[src/rtl/acc64_seq_pkg.sv]
// Shared encodings for the acc64_seq accumulator: operation codes and FSM states.
package acc64_seq_pkg;

    localparam int ACC_WIDTH = 64;

    typedef enum logic [1:0] {
        OP_ADD   = 2'b00,
        OP_SUB   = 2'b01,
        OP_LOAD  = 2'b10,
        OP_CLEAR = 2'b11
    } opT;

    typedef enum logic {
        S_ACCUM = 1'b0,
        S_HOLD  = 1'b1
    } stateT;

endpackage

[src/rtl/acc64_seq_rca64.sv]
// RCA64: 64-bit ripple-carry adder, purely combinational.
module rca64
    import acc64_seq_pkg::*;
(
    input  logic [ACC_WIDTH-1:0] a,
    input  logic [ACC_WIDTH-1:0] b,
    input  logic                 cIn,
    output logic [ACC_WIDTH-1:0] s,
    output logic                 cOut
);

    logic [ACC_WIDTH:0] carry;

    // The carry chain lives inside one process so each stage sees the previous carry directly.
    always_comb begin
        carry    = '0;
        s        = '0;
        carry[0] = cIn;
        for (int i = 0; i < ACC_WIDTH; i++) begin
            s[i]       = a[i] ^ b[i] ^ carry[i];
            carry[i+1] = (a[i] & b[i]) | (carry[i] & (a[i] ^ b[i]));
        end
        cOut = carry[ACC_WIDTH];
    end

endmodule

[src/rtl/acc64_seq.sv]
// Streaming 64-bit accumulator around RCA64: accepts ADD/SUB/LOAD/CLEAR operands and
// presents total, sticky overflow flags and operand count once a last operand arrives.
module acc64_seq
    import acc64_seq_pkg::*;
#(
    parameter int WIDTH = 64,
    parameter int CNT_W = 8
) (
    input  logic             clk,
    input  logic             rst,
    input  logic             in_valid,
    output logic             in_ready,
    input  logic [WIDTH-1:0] in_data,
    input  logic [1:0]       in_op,
    input  logic             in_last,
    output logic             out_valid,
    input  logic             out_ready,
    output logic [WIDTH-1:0] out_sum,
    output logic             out_uovf,
    output logic             out_sovf,
    output logic [CNT_W-1:0] out_count
);

    stateT            stateReg, stateNext;
    logic [WIDTH-1:0] accReg, accNext;
    logic             uovfReg, uovfNext;
    logic             sovfReg, sovfNext;
    logic [CNT_W-1:0] countReg, countNext;

    opT               opSel;
    logic             isSub;
    logic [WIDTH-1:0] addB;
    logic [WIDTH-1:0] addS;
    logic             addCout;
    logic             accept;
    logic [CNT_W-1:0] countInc;

    assign opSel  = opT'(in_op);
    assign isSub  = (opSel == OP_SUB);
    assign addB   = isSub ? ~in_data : in_data;
    assign accept = in_valid & in_ready;

    // Saturating increment: the count sticks at its all-ones value.
    assign countInc = (countReg == {CNT_W{1'b1}}) ? countReg : countReg + 1'b1;

    rca64 u_rca64 (
        .a    (accReg),
        .b    (addB),
        .cIn  (isSub),
        .s    (addS),
        .cOut (addCout)
    );

    always_comb begin
        stateNext = stateReg;
        accNext   = accReg;
        uovfNext  = uovfReg;
        sovfNext  = sovfReg;
        countNext = countReg;
        case (stateReg)
            S_ACCUM: begin
                if (accept) begin
                    case (opSel)
                        OP_ADD: begin
                            accNext   = addS;
                            uovfNext  = uovfReg | addCout;
                            sovfNext  = sovfReg | ((accReg[WIDTH-1] == in_data[WIDTH-1]) &
                                                   (addS[WIDTH-1] != accReg[WIDTH-1]));
                            countNext = countInc;
                        end
                        OP_SUB: begin
                            accNext   = addS;
                            uovfNext  = uovfReg | ~addCout;
                            sovfNext  = sovfReg | ((accReg[WIDTH-1] != in_data[WIDTH-1]) &
                                                   (addS[WIDTH-1] != accReg[WIDTH-1]));
                            countNext = countInc;
                        end
                        OP_LOAD: begin
                            accNext   = in_data;
                            uovfNext  = 1'b0;
                            sovfNext  = 1'b0;
                            countNext = {{(CNT_W-1){1'b0}}, 1'b1};
                        end
                        default: begin
                            accNext   = '0;
                            uovfNext  = 1'b0;
                            sovfNext  = 1'b0;
                            countNext = '0;
                        end
                    endcase
                    if (in_last) begin
                        stateNext = S_HOLD;
                    end
                end
            end
            default: begin
                // Result handed off: wipe the accumulator for the next transaction.
                if (out_ready) begin
                    stateNext = S_ACCUM;
                    accNext   = '0;
                    uovfNext  = 1'b0;
                    sovfNext  = 1'b0;
                    countNext = '0;
                end
            end
        endcase
    end

    always_ff @(posedge clk) begin
        if (rst) begin
            stateReg <= S_ACCUM;
            accReg   <= '0;
            uovfReg  <= 1'b0;
            sovfReg  <= 1'b0;
            countReg <= '0;
        end else begin
            stateReg <= stateNext;
            accReg   <= accNext;
            uovfReg  <= uovfNext;
            sovfReg  <= sovfNext;
            countReg <= countNext;
        end
    end

    assign in_ready  = (stateReg == S_ACCUM);
    assign out_valid = (stateReg == S_HOLD);
    assign out_sum   = accReg;
    assign out_uovf  = uovfReg;
    assign out_sovf  = sovfReg;
    assign out_count = countReg;

endmodule

[config.mk]
export PLATFORM = sky130hd
export DESIGN_NAME = acc64_seq
export DESIGN_NICKNAME = d
export VERILOG_FILES = /design/src/rtl/acc64_seq_pkg.sv /design/src/rtl/acc64_seq_rca64.sv /design/src/rtl/acc64_seq.sv
export SDC_FILE = /design/constraint.sdc
export NUM_CORES = 1
export LEC_CHECK = 0
export CAP_MARGIN = 20
export CORE_ASPECT_RATIO = 1.4
export CORE_MARGIN = 8
export CORE_UTILIZATION = 45
export DETAILED_ROUTE_END_ITERATION = 12
export GPL_ROUTABILITY_DRIVEN = 0
export PLACE_DENSITY = 0.78
export SLEW_MARGIN = 10
export SYNTH_ARGS = -nofsm -noshare
export SYNTH_HDL_FRONTEND = slang
export SYNTH_HIERARCHICAL = 1
export SYNTH_SLANG_ARGS = --single-unit
[constraint.sdc]
create_clock -name clk -period 37.4 [get_ports clk]
set_clock_uncertainty 0.05 [all_clocks]
set_input_delay 11.22 -clock clk [delete_from_list [all_inputs] [get_ports clk]]
set_output_delay 11.22 -clock clk [all_outputs]
set_load 0.02 [all_outputs]
==> impl_metrics.toml <==
[status]
status = "completed"

[setup_path]
crit_path_top_delay_cell = "clkdlybuf4s50_1"
worstSetupStartpointType = "input pin"
critPathLaunch = "in_data[0]"
cpMostUsedCell = "fa_1"
cpLargestDelayFamily = "adder cells"
reg2reg_from = "out_sum[0]"
end_kind = "register"
crit_required_ns = 37.56
cp_slowest_stage_delay_ns = 0.45
critPathKind = "in2reg"
critPathArrivalTime_ns = 36.93
crit_buf_inv = 5
crit_fanout = 3

[cts]
cts.clk_slew.worst_paths_ns = 0.06
cts_buffers = 9
clock_latency_ns = 0.32
cts_tree = "done"
cts_sinks = 75
cts-root-buf = "clkbuf_16"
cts_max_level = 3
cts_hold_buf = 0
cts_buffer_depth = 2

[placed_design]
dpl.hpwl_um = 11300
numPortBuffers = 146
placed_area_um2 = 7180

[logic_synthesis]
synth-adder-area-share = 0.229
ys_ff_latch = 75
yosys.area_share.simple = 0.220
synth_xor_area_frac = 0.103
synthMuxAreaShare = 0.00621
synth.avg_cell_area_um2 = 8.88
synth_top_area_cell = "dfxtp_1"
synthesis.nets = 771
synth_seq_area_share = 0.266
synth.top_cell.area_share = 0.266
synth_area_leaders = "dfxtp_1, fa_1, a21oi_1, xnor2_1, nor2b_1"
syn_area_um2 = 5640
ys_warn_count = 6
synthCells = 635
synth_compound_area_frac = 0.132
ys_types = 37
synth_top_family_by_area = "adder cells"

[global_route]
overflow = 0
grt_usage = 0.193
grt_max_degree = 70
antenna_found_initial = 0
grt_pass1_vias = 5296
grt_pass1_wl_um = 26500

[sta]
slew_violations = 0
fin_crit_ns = 36.77
final-setup-viol-count = 0
tightest_slew_ns = 0.865
maxSlewHeadroom = 0.422
hold_viol_final = 0
post-route-period-util = 0.983
fmax_mhz = 27.2
fin_setup_tns_ns = 0

[cells_and_area]
layout_commonest_cell = "clkdlybuf4s50_1"
area_growth_pct = 33.2
layout-drive-gt1-share = 0.0696
fin_area_um2 = 7510
layout_common_cells = "clkdlybuf4s50_1, a21oi_1, dfxtp_1, nand2_1, xnor2_1"
final_util = 0.610
fill_cells = 1102
nets = 892
antenna_cells = 0

[detailed_routing]
drt_iter0_markers = 169
dr.pass1.iters = 5
viasPerCell = 5.31
final_antenna_net_count = 0
wire_per_inst_um = 17.5
vias = 4840
drc = 0
drt_wl_total_um = 16000

[floorplanning]
initial_core_util = 0.458
num_rows = 48
fp.dieArea_um2 = 16400
io_pins = 147
die_y_um = 148
core-area_um2 = 12300
die_w_um = 111

[flow_run]
maxCapViolCount = 0

[min_path]
min_path_type = "reg2reg"
min-delay-start = "out_sum[16]"

[power]
p_leak_nw = 2.72
pwr_density_cell_nw_per_um2 = 35.9
ir_drop_mv = 0.0274
==> where the power goes <==
part	leakage, nW	internal (W)	total [W]	switching, W
combinational	1.97	0.0000499	0.0000965	0.0000466
sequential	0.613	0.0000860	0.0000931	0.00000710
clock	0.137	0.0000484	0.0000800	0.0000315
==> state kept, by name (all words and copies together), names as in the netlist <==
register / count
out_sum: 64
out_valid: 1
out_count: 8
out_uovf: 1
out_sovf: 1
==> stage by stage <==
step / hold WS [ns] / total power [W] / std cells / setup slack [ns]
floorplan: 0.494 / 0.000154 / 635 / 0.617
global placement: 0.406 / 0.000185 / 895 / -0.111
detailed placement: 0.408 / 0.000190 / 895 / -0.596
CTS: 0.422 / 0.000272 / 911 / 0.0378
global route: 0.447 / 0.000288 / 911 / -0.00266
finish: 0.417 / 0.000270 / 911 / 0.628
==> layer usage <==
layer  vias up  wire [µm]  global-route usage
met2       129       8640               0.356
met5         -          0                   0
li1       2285          -                   -
met3        10        831              0.0492
met4         0        177              0.0495
met1      2416       6310               0.215
==> final timing paths <==
| path | endpoint | slack [ns] | cells after the start |
|---|---|---|---|
| max | out_sovf | 0.63 | 72 |
| min | out_sum[16] | 0.42 | 2 |
| max reg2reg | out_sovf | 11.78 | 70 |
| min reg2reg | out_sum[16] | 0.42 | 2 |
==> worst register-to-register path, delay by kind of cell, from the launching register on <==
kind | cells | cell delay (ns)
AOI/OAI and AO/OA | 1 | 0.27
and+or+nand+nor | 1 | 0.20
adders and majority gates | 64 | 24.34
buffers and inverters | 4 | 0.30
DFF | 1 | 0.34
==> layout make-up <==
type                       instances  area, µm²  area share
sequential                        75       1500       0.200
clock inverter                     2       10.0     0.00133
inverter                          13       48.8     0.00650
tap                              150        188      0.0250
clock buffer                      14        264      0.0352
timing repair buffer             155       1520       0.202
multi-input combinational        502       3980       0.530
==> Yosys cell counts, drive strengths merged <==
cell,count
o21bai,1
dfxtp,75
xnor2,65
or2b,10
or4,2
ha,1
mux2,1
o21ba,1
a311oi,1
nand3,2
nor2,9
mux2i,2
and3,3
and4b,1
buf,17
and4,2
o31a,1
nand2,67
nor2b,65
a22oi,1
clkbuf,28
a2bb2oi,1
or3b,1
o21ai,4
fa,64
nand2b,54
nor3,2
nand4,5
a31oi,1
inv,13
o211ai,2
a21oi,130
xor2,1
nand3b,1
nor4b,1
==> cell families (layout without fill, tap and decap cells) <==
family / Yosys count / after routing
AND/OR/NAND/NOR: 225 / 225
AO/OA/AOI/OAI: 143 / 143
flip-flops: 75 / 75
XOR/XNOR: 66 / 66
adder cells (fa/ha/maj): 65 / 65
buffers and inverters: 58 / 184
multiplexers: 3 / 3
==> what timing repair did <==
action / 4_1_cts / 5_1_grt
resized for setup: 6 / 16
buffers inserted: 0 / 0
endpoints found under the setup margin: 3 / 4
No activity file was read; power rests on OpenSTA's default activity.
